### src/rtl/mem_lsu.sv
// Memory-stage load/store unit: alignment check, lane steering and a
// request/response handshake to the data bus, stalling the pipeline until done.
module mem_lsu #(
  parameter int ADDR_W  = 32,
  parameter int DATA_W  = 32,
  parameter int TIMEOUT = 255
) (
  input  logic              clk,
  input  logic              rst,
  input  logic              op_valid_i,
  input  logic [3:0]        ram_op_i,
  input  logic [ADDR_W-1:0] addr_i,
  input  logic [31:0]       store_data_i,
  input  logic              flush_i,
  output logic              stall_o,
  output logic              load_valid_o,
  output logic [31:0]       load_data_o,
  output logic              exc_valid_o,
  output logic [4:0]        exc_code_o,
  output logic              bus_req_o,
  output logic              bus_we_o,
  output logic [ADDR_W-1:0] bus_addr_o,
  output logic [DATA_W/8-1:0] bus_be_o,
  output logic [DATA_W-1:0] bus_wdata_o,
  input  logic              bus_ready_i,
  input  logic              bus_rvalid_i,
  input  logic [DATA_W-1:0] bus_rdata_i,
  input  logic              bus_err_i
);

  localparam int NB     = DATA_W / 8;
  localparam int LANE_W = $clog2(NB);
  localparam int CNT_W  = (TIMEOUT > 1) ? $clog2(TIMEOUT + 1) : 1;

  localparam logic [3:0] OP_LB  = 4'd1;
  localparam logic [3:0] OP_LBU = 4'd2;
  localparam logic [3:0] OP_LH  = 4'd3;
  localparam logic [3:0] OP_LHU = 4'd4;
  localparam logic [3:0] OP_LW  = 4'd5;
  localparam logic [3:0] OP_SB  = 4'd6;
  localparam logic [3:0] OP_SH  = 4'd7;
  localparam logic [3:0] OP_SW  = 4'd8;

  localparam logic [4:0] EXC_ADEL = 5'd4;
  localparam logic [4:0] EXC_ADES = 5'd5;
  localparam logic [4:0] EXC_DBE  = 5'd7;

  typedef enum logic [2:0] {S_IDLE, S_REQ, S_WAIT, S_DRAIN, S_DONE} state_t;
  typedef enum logic [1:0] {SZ_B, SZ_H, SZ_W} size_t;

  state_t             state;
  logic [CNT_W-1:0]   cnt;
  logic [3:0]         op_q;
  logic [LANE_W-1:0]  lane_q;
  logic               err_q;

  logic               is_load, is_store, misaligned, valid_op, accept, addr_exc;
  size_t              size;
  logic [LANE_W-1:0]  lane;
  logic [NB-1:0]      be_mask;
  logic [31:0]        wsel;
  logic [DATA_W-1:0]  rshift;
  logic [31:0]        load_ext;
  logic               load_q, timeout_hit;

  // NOTE: every variable driven here gets a default first so no path can infer a latch.
  always_comb begin
    is_load  = 1'b0;
    is_store = 1'b0;
    size     = SZ_B;
    case (ram_op_i)
      OP_LB, OP_LBU: is_load = 1'b1;
      OP_LH, OP_LHU: begin is_load = 1'b1; size = SZ_H; end
      OP_LW:         begin is_load = 1'b1; size = SZ_W; end
      OP_SB:         is_store = 1'b1;
      OP_SH:         begin is_store = 1'b1; size = SZ_H; end
      OP_SW:         begin is_store = 1'b1; size = SZ_W; end
      default:       ;
    endcase
  end

  assign lane       = addr_i[LANE_W-1:0];
  assign misaligned = ((size == SZ_H) && addr_i[0]) ||
                      ((size == SZ_W) && (addr_i[1:0] != 2'b00));
  assign valid_op   = op_valid_i && (is_load || is_store) && !flush_i;
  assign accept     = (state == S_IDLE) && valid_op && !misaligned;
  assign addr_exc   = (state == S_IDLE) && valid_op && misaligned;

  always_comb begin
    be_mask = NB'(1);
    wsel    = {24'd0, store_data_i[7:0]};
    case (size)
      SZ_H: begin be_mask = NB'(3);  wsel = {16'd0, store_data_i[15:0]}; end
      SZ_W: begin be_mask = NB'(15); wsel = store_data_i; end
      default: ;
    endcase
  end

  // Response lanes are steered down to bit 0 before extension.
  assign rshift = bus_rdata_i >> {lane_q, 3'b000};

  always_comb begin
    load_ext = rshift[31:0];
    case (op_q)
      OP_LB:  load_ext = {{24{rshift[7]}}, rshift[7:0]};
      OP_LBU: load_ext = {24'd0, rshift[7:0]};
      OP_LH:  load_ext = {{16{rshift[15]}}, rshift[15:0]};
      OP_LHU: load_ext = {16'd0, rshift[15:0]};
      default: ;
    endcase
  end

  assign load_q      = (op_q >= OP_LB) && (op_q <= OP_LW);
  assign timeout_hit = (TIMEOUT > 0) && (cnt == CNT_W'(TIMEOUT - 1));

  // NOTE: sequential state uses non-blocking assignments only; reset is synchronous.
  always_ff @(posedge clk) begin
    if (rst) begin
      state       <= S_IDLE;
      cnt         <= '0;
      op_q        <= '0;
      lane_q      <= '0;
      err_q       <= 1'b0;
      load_data_o <= '0;
      bus_we_o    <= 1'b0;
      bus_addr_o  <= '0;
      bus_be_o    <= '0;
      bus_wdata_o <= '0;
    end else begin
      case (state)
        S_IDLE: if (accept) begin
          state       <= S_REQ;
          op_q        <= ram_op_i;
          lane_q      <= lane;
          bus_we_o    <= is_store;
          bus_addr_o  <= addr_i & ~ADDR_W'(NB - 1);
          bus_be_o    <= be_mask << lane;
          bus_wdata_o <= DATA_W'(wsel) << {lane, 3'b000};
        end
        S_REQ: begin
          // An accepted request owes a response, so a simultaneous flush must drain it.
          if (bus_ready_i) begin
            cnt   <= '0;
            state <= flush_i ? S_DRAIN : S_WAIT;
          end else if (flush_i) begin
            state <= S_IDLE;
          end
        end
        S_WAIT: begin
          cnt <= cnt + 1'b1;
          if (bus_rvalid_i) begin
            err_q <= bus_err_i;
            if (load_q && !bus_err_i) load_data_o <= load_ext;
            state <= S_DONE;
          end else if (flush_i) begin
            state <= S_DRAIN;
          end else if (timeout_hit) begin
            err_q <= 1'b1;
            state <= S_DONE;
          end
        end
        S_DRAIN: if (bus_rvalid_i) state <= S_IDLE;
        S_DONE:  state <= S_IDLE;
        default: state <= S_IDLE;
      endcase
    end
  end

  assign stall_o      = !rst && (accept || (state == S_REQ) || (state == S_WAIT));
  assign bus_req_o    = !rst && (state == S_REQ);
  assign load_valid_o = !rst && (state == S_DONE) && load_q && !err_q;

  always_comb begin
    exc_valid_o = 1'b0;
    exc_code_o  = 5'd0;
    if (!rst) begin
      if (addr_exc) begin
        exc_valid_o = 1'b1;
        exc_code_o  = is_store ? EXC_ADES : EXC_ADEL;
      end else if ((state == S_DONE) && err_q) begin
        exc_valid_o = 1'b1;
        exc_code_o  = EXC_DBE;
      end
    end
  end

endmodule

### config.mk
export PLATFORM = sky130hd
export DESIGN_NAME = mem_lsu
export DESIGN_NICKNAME = d
export VERILOG_FILES = /design/src/rtl/mem_lsu.sv
export SDC_FILE = /design/constraint.sdc
export NUM_CORES = 1
export LEC_CHECK = 0
export ABC_AREA = 0
export CORE_MARGIN = 5
export CORE_UTILIZATION = 38
export DETAILED_ROUTE_END_ITERATION = 12
export PLACE_DENSITY = 0.73
export SYNTH_ARGS = -nofsm -noshare
export SYNTH_HDL_FRONTEND = slang
export SYNTH_SLANG_ARGS = --single-unit
### constraint.sdc
create_clock -name clk -period 3.1 [get_ports clk]
set_input_delay 0.62 -clock clk [delete_from_list [all_inputs] [get_ports clk]]
set_output_delay 0.62 -clock clk [all_outputs]
set_load 0.005 [all_outputs]
# == Word-level counts from Yosys, hierarchy flattened ==
# Index checks and enable logic that the tools add are counted.
# Widths: inputs -> output; s select.
# classes
add_sub_neg,1
multipliers,0
n_div,0
mux,27
eq_ne,25
magnitude_cmp,2
n_reduce_logical,37
shift,3
bitwise,0
# op_table
op,n
$pmux 32 s4,1
$pmux 32 s2,1
$shl 32x5->32,1
$shr 32x5->32,1
$mux 3,10
$eq 4x3->1 const B,5
$eq 4x2->1 const B,4
$pmux 8 s2,1
$logic_and 1x1->1,15
$pmux 3 s4,1
$mux 1,10
$add 8x1->8 const B,1
$eq 4x1->1 const B,2
$eq 8x8->1 const B,1
$mux 8,1
$pmux 4 s2,1
$eq 3x2->1 const B,2
$ne 2x2->1 const B,3
$reduce_and 3->1,2
$reduce_bool 2->1,3
$reduce_or 3->1,2
$logic_not 1->1,5
$reduce_or 5->1,1
$eq 4x4->1 const B,1
16 further kinds,20
# word_totals
latch_bits,0
ramBits,0
word_cells,105
rom_bits,0
mem_count,0
reg_bits,117

# == Depth between registers and ports, before layout ==
# logic_depth
depth_word,11
depth_mapped,13
mapped_depth_nobuf,9

# == Least setup slack after synthesis ==
# OpenSTA, ideal clock, no wires.
# synth_path
kind,input -> output
start,in ram_op_i[0]
end,out exc_code_o[0]
arrival_time_ps,2744
required_ps,2480
slack_ps,-264
cell_stages,9
cell_sequence,or3b_2 > a21oi_1 > ha_1 > nor2_1 > buf_2 > or2_2 > buf_2 > o31ai_1 > and2_1
# synth_between
elab_chain_cells,10
word_cells_on_any_way,28
# synth_rtl
item,line_no,source
"start, declared",11,"input logic [3:0] ram_op_i,"
"parallel branches: the longest is 8 deep, another holds $eq 4x3->1",-,
$mux 3 (*),177,if (addr_exc) begin
$mux 3 (*),176,if (!rst) begin
"end, declared",19,"output logic [4:0] exc_code_o,"
# Every way passes the cells marked *.

# == Final worst setup path ==
# layout_path
start,in ram_op_i[2]
end,out exc_code_o[0]
# Same word-level chain as after synthesis.

==> results.ini <==
[synthesis]
ys_ff_latch=117
netlist_area_sq_um=5920
synth_edf_count=0
synth-main-ff-cell=dfxtp_1
async_flop_share_pct=0
yosys-top-cells-area=dfxtp_1 (40%), a21oi_1 (6.8%), a211oi_1 (5.5%), o21ai_0 (4.6%), mux2i_1 (4.1%)
netlist.area_leader.share_pct=39.6
yosys.area.top_type=dfxtp_1
ys_warn_count=0
synthCells=692
synth.distinct_cells=64
avgSynthCellArea_sq_um=8.56
ys_seq_area_share_pct=39.6

[global_routing]
grt_first_pass_wirelength_mm=29.8
track_usage_pct=20.5
grt_util_met2_pct=31.6
grt_start_max_net_pins=61
use_met3_pct=7.49
grt-ovfl-total=0
grtUsageMet1_pct=26.2
antenna_found_initial=2
grt_pass1_vias=5608
grt-busiest-layer=met2

[floorplanning]
die_area_sq_um=18200
die_h_um=135
pin_count=217
core_sq_um=15300
rows=45
start_util_pct=38.8
die_w_um=135

[place]
port_buffers=212
dp_hpwl_mm=13.7
place_congestion=0.836
pre_cts_ws_ns=-0.675

[worst_setup_path]
arrival_ns=2.41
endpoint=exc_code_o[0]
crit_slowest_cell=or3b_4
crit_type=in2out
timing.rr.start=state[2]$_SDFFE_PP0P_
endpoint_kind=primary output
rr_worst_depth=5
reg2reg_to=bus_wdata_o[3]$_SDFFE_PP0P_
cp-startpoint=ram_op_i[2]
cp-start-kind=input pin
r2r_slack_ns=0.74
crit_fanout=3
critPathMostFrequentCell=buf_2
slowest_delay_ns=0.40
cp.required_ns=2.48
cp_cell_sequence=buf_2, or3b_4, a21oi_4, ha_4, a21oi_2, or2_4, buf_6, o31ai_4, and2_1, buf_2

[cts]
hold_buffers=0
htreeDepth=4
clkTransAtPathRegs_ns=0.05
numCtsBuffers=17
clock_path_buffers=2
cts_tree=done
clkLatencyLatePin_ns=0.41
root_buffer=clkbuf_16
cts_sinks=117

[layout]
fillerInstances=1344
syn_to_final_growth_pct=51.0
nNetsFinal=1017
drive_above_1_share_pct=13.8

[timing]
worst_slew_pin_slew_ns=0.843
tns_ns=0
min_period_over_period_pct=97.8
setup_violations=0
clock-skew-final_ns=0.0103
slew_headroom_pct=43.7
timing.fmax_mhz=330
finalCriticalPeriod_ns=3.03
fin_ws_ns=0.0694
rsz0062_at_grt=false
final-hold-violation-count=0
slew_viol_final=0

[routing]
viasPerCell=5.35
routed_wl_mm=19.3
dr.pass1.iters=4
antenna_left=0
wl_per_cell_um=17.1
num_vias=6051
drc_errors=0
first_iter_violations=410

[power_and_ir_drop]
ir_drop_mv=0.424
pwr_density_cell_nw_per_um2=461
leakagePower_nw=3.15

[status]
status=completed

[job]
cap_violations=0

[hold_path]
hold_class=reg2reg

==> through the flow <==
| stage | area (sq um) | std cells | power [mW] | hold slack, ns | utilization, % |
|---|---|---|---|---|---|
| 2_1_floorplan | 5960 | 695 | 1.96 | 0.448 | - |
| 6_report | 8940 | 1131 | 4.12 | 0.469 | 58.6 |
| 3_5_place_dp | 8340 | 1093 | 2.31 | 0.463 | 54.7 |
| 3_3_place_gp | 8340 | 1093 | 2.31 | 0.456 | 54.7 |
| 5_1_grt | 8940 | 1131 | 4.30 | 0.490 | 58.6 |
| 4_1_cts | 8940 | 1129 | 4.15 | 0.472 | 58.6 |
==> cells by family (layout without fill, tap and decap cells) <==
logic type / count (synthesis) / after routing / synth area share (%)
compound gates: 246 / 246 / 26.8
xor+xnor: 3 / 3 / 0.444
fa+ha+maj: 5 / 5 / 1.06
buf+inv: 97 / 320 / 7.67
flops: 117 / 117 / 39.6
mux: 41 / 41 / 8.62
other cells: 1 / 6 / 0.0633
simple gates: 182 / 182 / 15.7
==> final cells by class <==
type	instances	area (sq um)	share of cell area, %
antenna	2	5.00	0.0560
clock buffer	22	474	5.30
clock inverter	10	80.1	0.895
inverter	27	101	1.13
multi-input combinational	481	3200	35.8
sequential	117	2340	26.2
tap	211	264	2.95
timing repair buffer	261	2470	27.6
==> cell usage in the layout (no fill, tap or decap), types with 26 or more instances in the layout <==
cell type / instances
a211oi_1: 43
a21oi_1: 77
buf_4: 48
clkdlybuf4s50_1: 203
dfxtp_1: 117
inv_1: 26
nand2_1: 38
nand3_1: 40
nor2_1: 51
o21ai_0: 55
==> where the power goes <==
group	internal [mW]	switching [mW]	leakage, nW
logic	0.364	0.342	1.93
clock network	1.15	0.677	0.275
registers	1.55	0.0346	0.947
total	3.07	1.05	3.15
==> repair_timing <==
action,in CTS,in global routing
setup endpoints to repair,4,1
pin swaps,7,1
gates resized for setup,35,0
setup buffers,4,0
==> worst max-delay path: cells and delay by family <==
family,cells,cell delay [ns]
adders and majority gates,1,0.17
and+or+nand+nor,3,0.82
AOI/OAI and AO/OA,3,0.47
buffers and inverters,3,0.32
==> cell usage after synthesis, types with 2 or more instances <==
cell,instances
and4_1,3
a31oi_1,2
nor2_1,53
clkbuf_1,33
a211oi_1,43
nand2_1,39
buf_2,21
nand3_1,40
o21ai_0,55
inv_1,26
or3_1,4
a221oi_1,2
nor4_1,2
nor3_1,3
and2_1,3
o32ai_1,8
or3b_2,2
mux4_2,7
a21oi_1,80
buf_6,4
a32o_1,8
a2bb2oi_1,8
mux2i_1,24
a22o_1,8
nor2b_1,7
nand4_1,11
nand2b_1,2
dfxtp_1,117
a22oi_1,9
buf_1,3
or2_2,3
ha_1,5
o2bb2ai_1,7
o211ai_1,3
buf_4,9
mux2_2,9
xor2_1,2
==> flip-flops by register name, indices dropped and copies added (netlist names) <==
name and count:
bus_addr_o 30, bus_we_o 1, op_q 4, err_q 1, state 3, bus_wdata_o 32
bus_be_o 4, lane_q 2, cnt 8, load_data_o 32
==> metal layers <==
metal	share of wire (%)	routed length [um]
met1	43	8260
met2	47	9000
met3	8.7	1680
met4	2.1	398
met5	0	0
==> how the worst min path moves through the flow <==
stage                                           start                          end  slack [ns]  cells after the start
after global placement    bus_addr_o[26]$_SDFFE_PP0P_  bus_addr_o[26]$_SDFFE_PP0P_        0.46                      2
after global routing      bus_addr_o[19]$_SDFFE_PP0P_  bus_addr_o[19]$_SDFFE_PP0P_        0.49                      2
final                      bus_addr_o[2]$_SDFFE_PP0P_   bus_addr_o[2]$_SDFFE_PP0P_        0.47                      2
after detailed placement  bus_wdata_o[5]$_SDFFE_PP0P_  bus_wdata_o[5]$_SDFFE_PP0P_        0.46                      1
after CTS                 bus_addr_o[19]$_SDFFE_PP0P_  bus_addr_o[19]$_SDFFE_PP0P_        0.47                      2
after floorplan                   cnt[5]$_SDFFE_PP0P_          cnt[5]$_SDFFE_PP0P_        0.45                      1
Note: power is estimated with default switching activity, not from simulation.
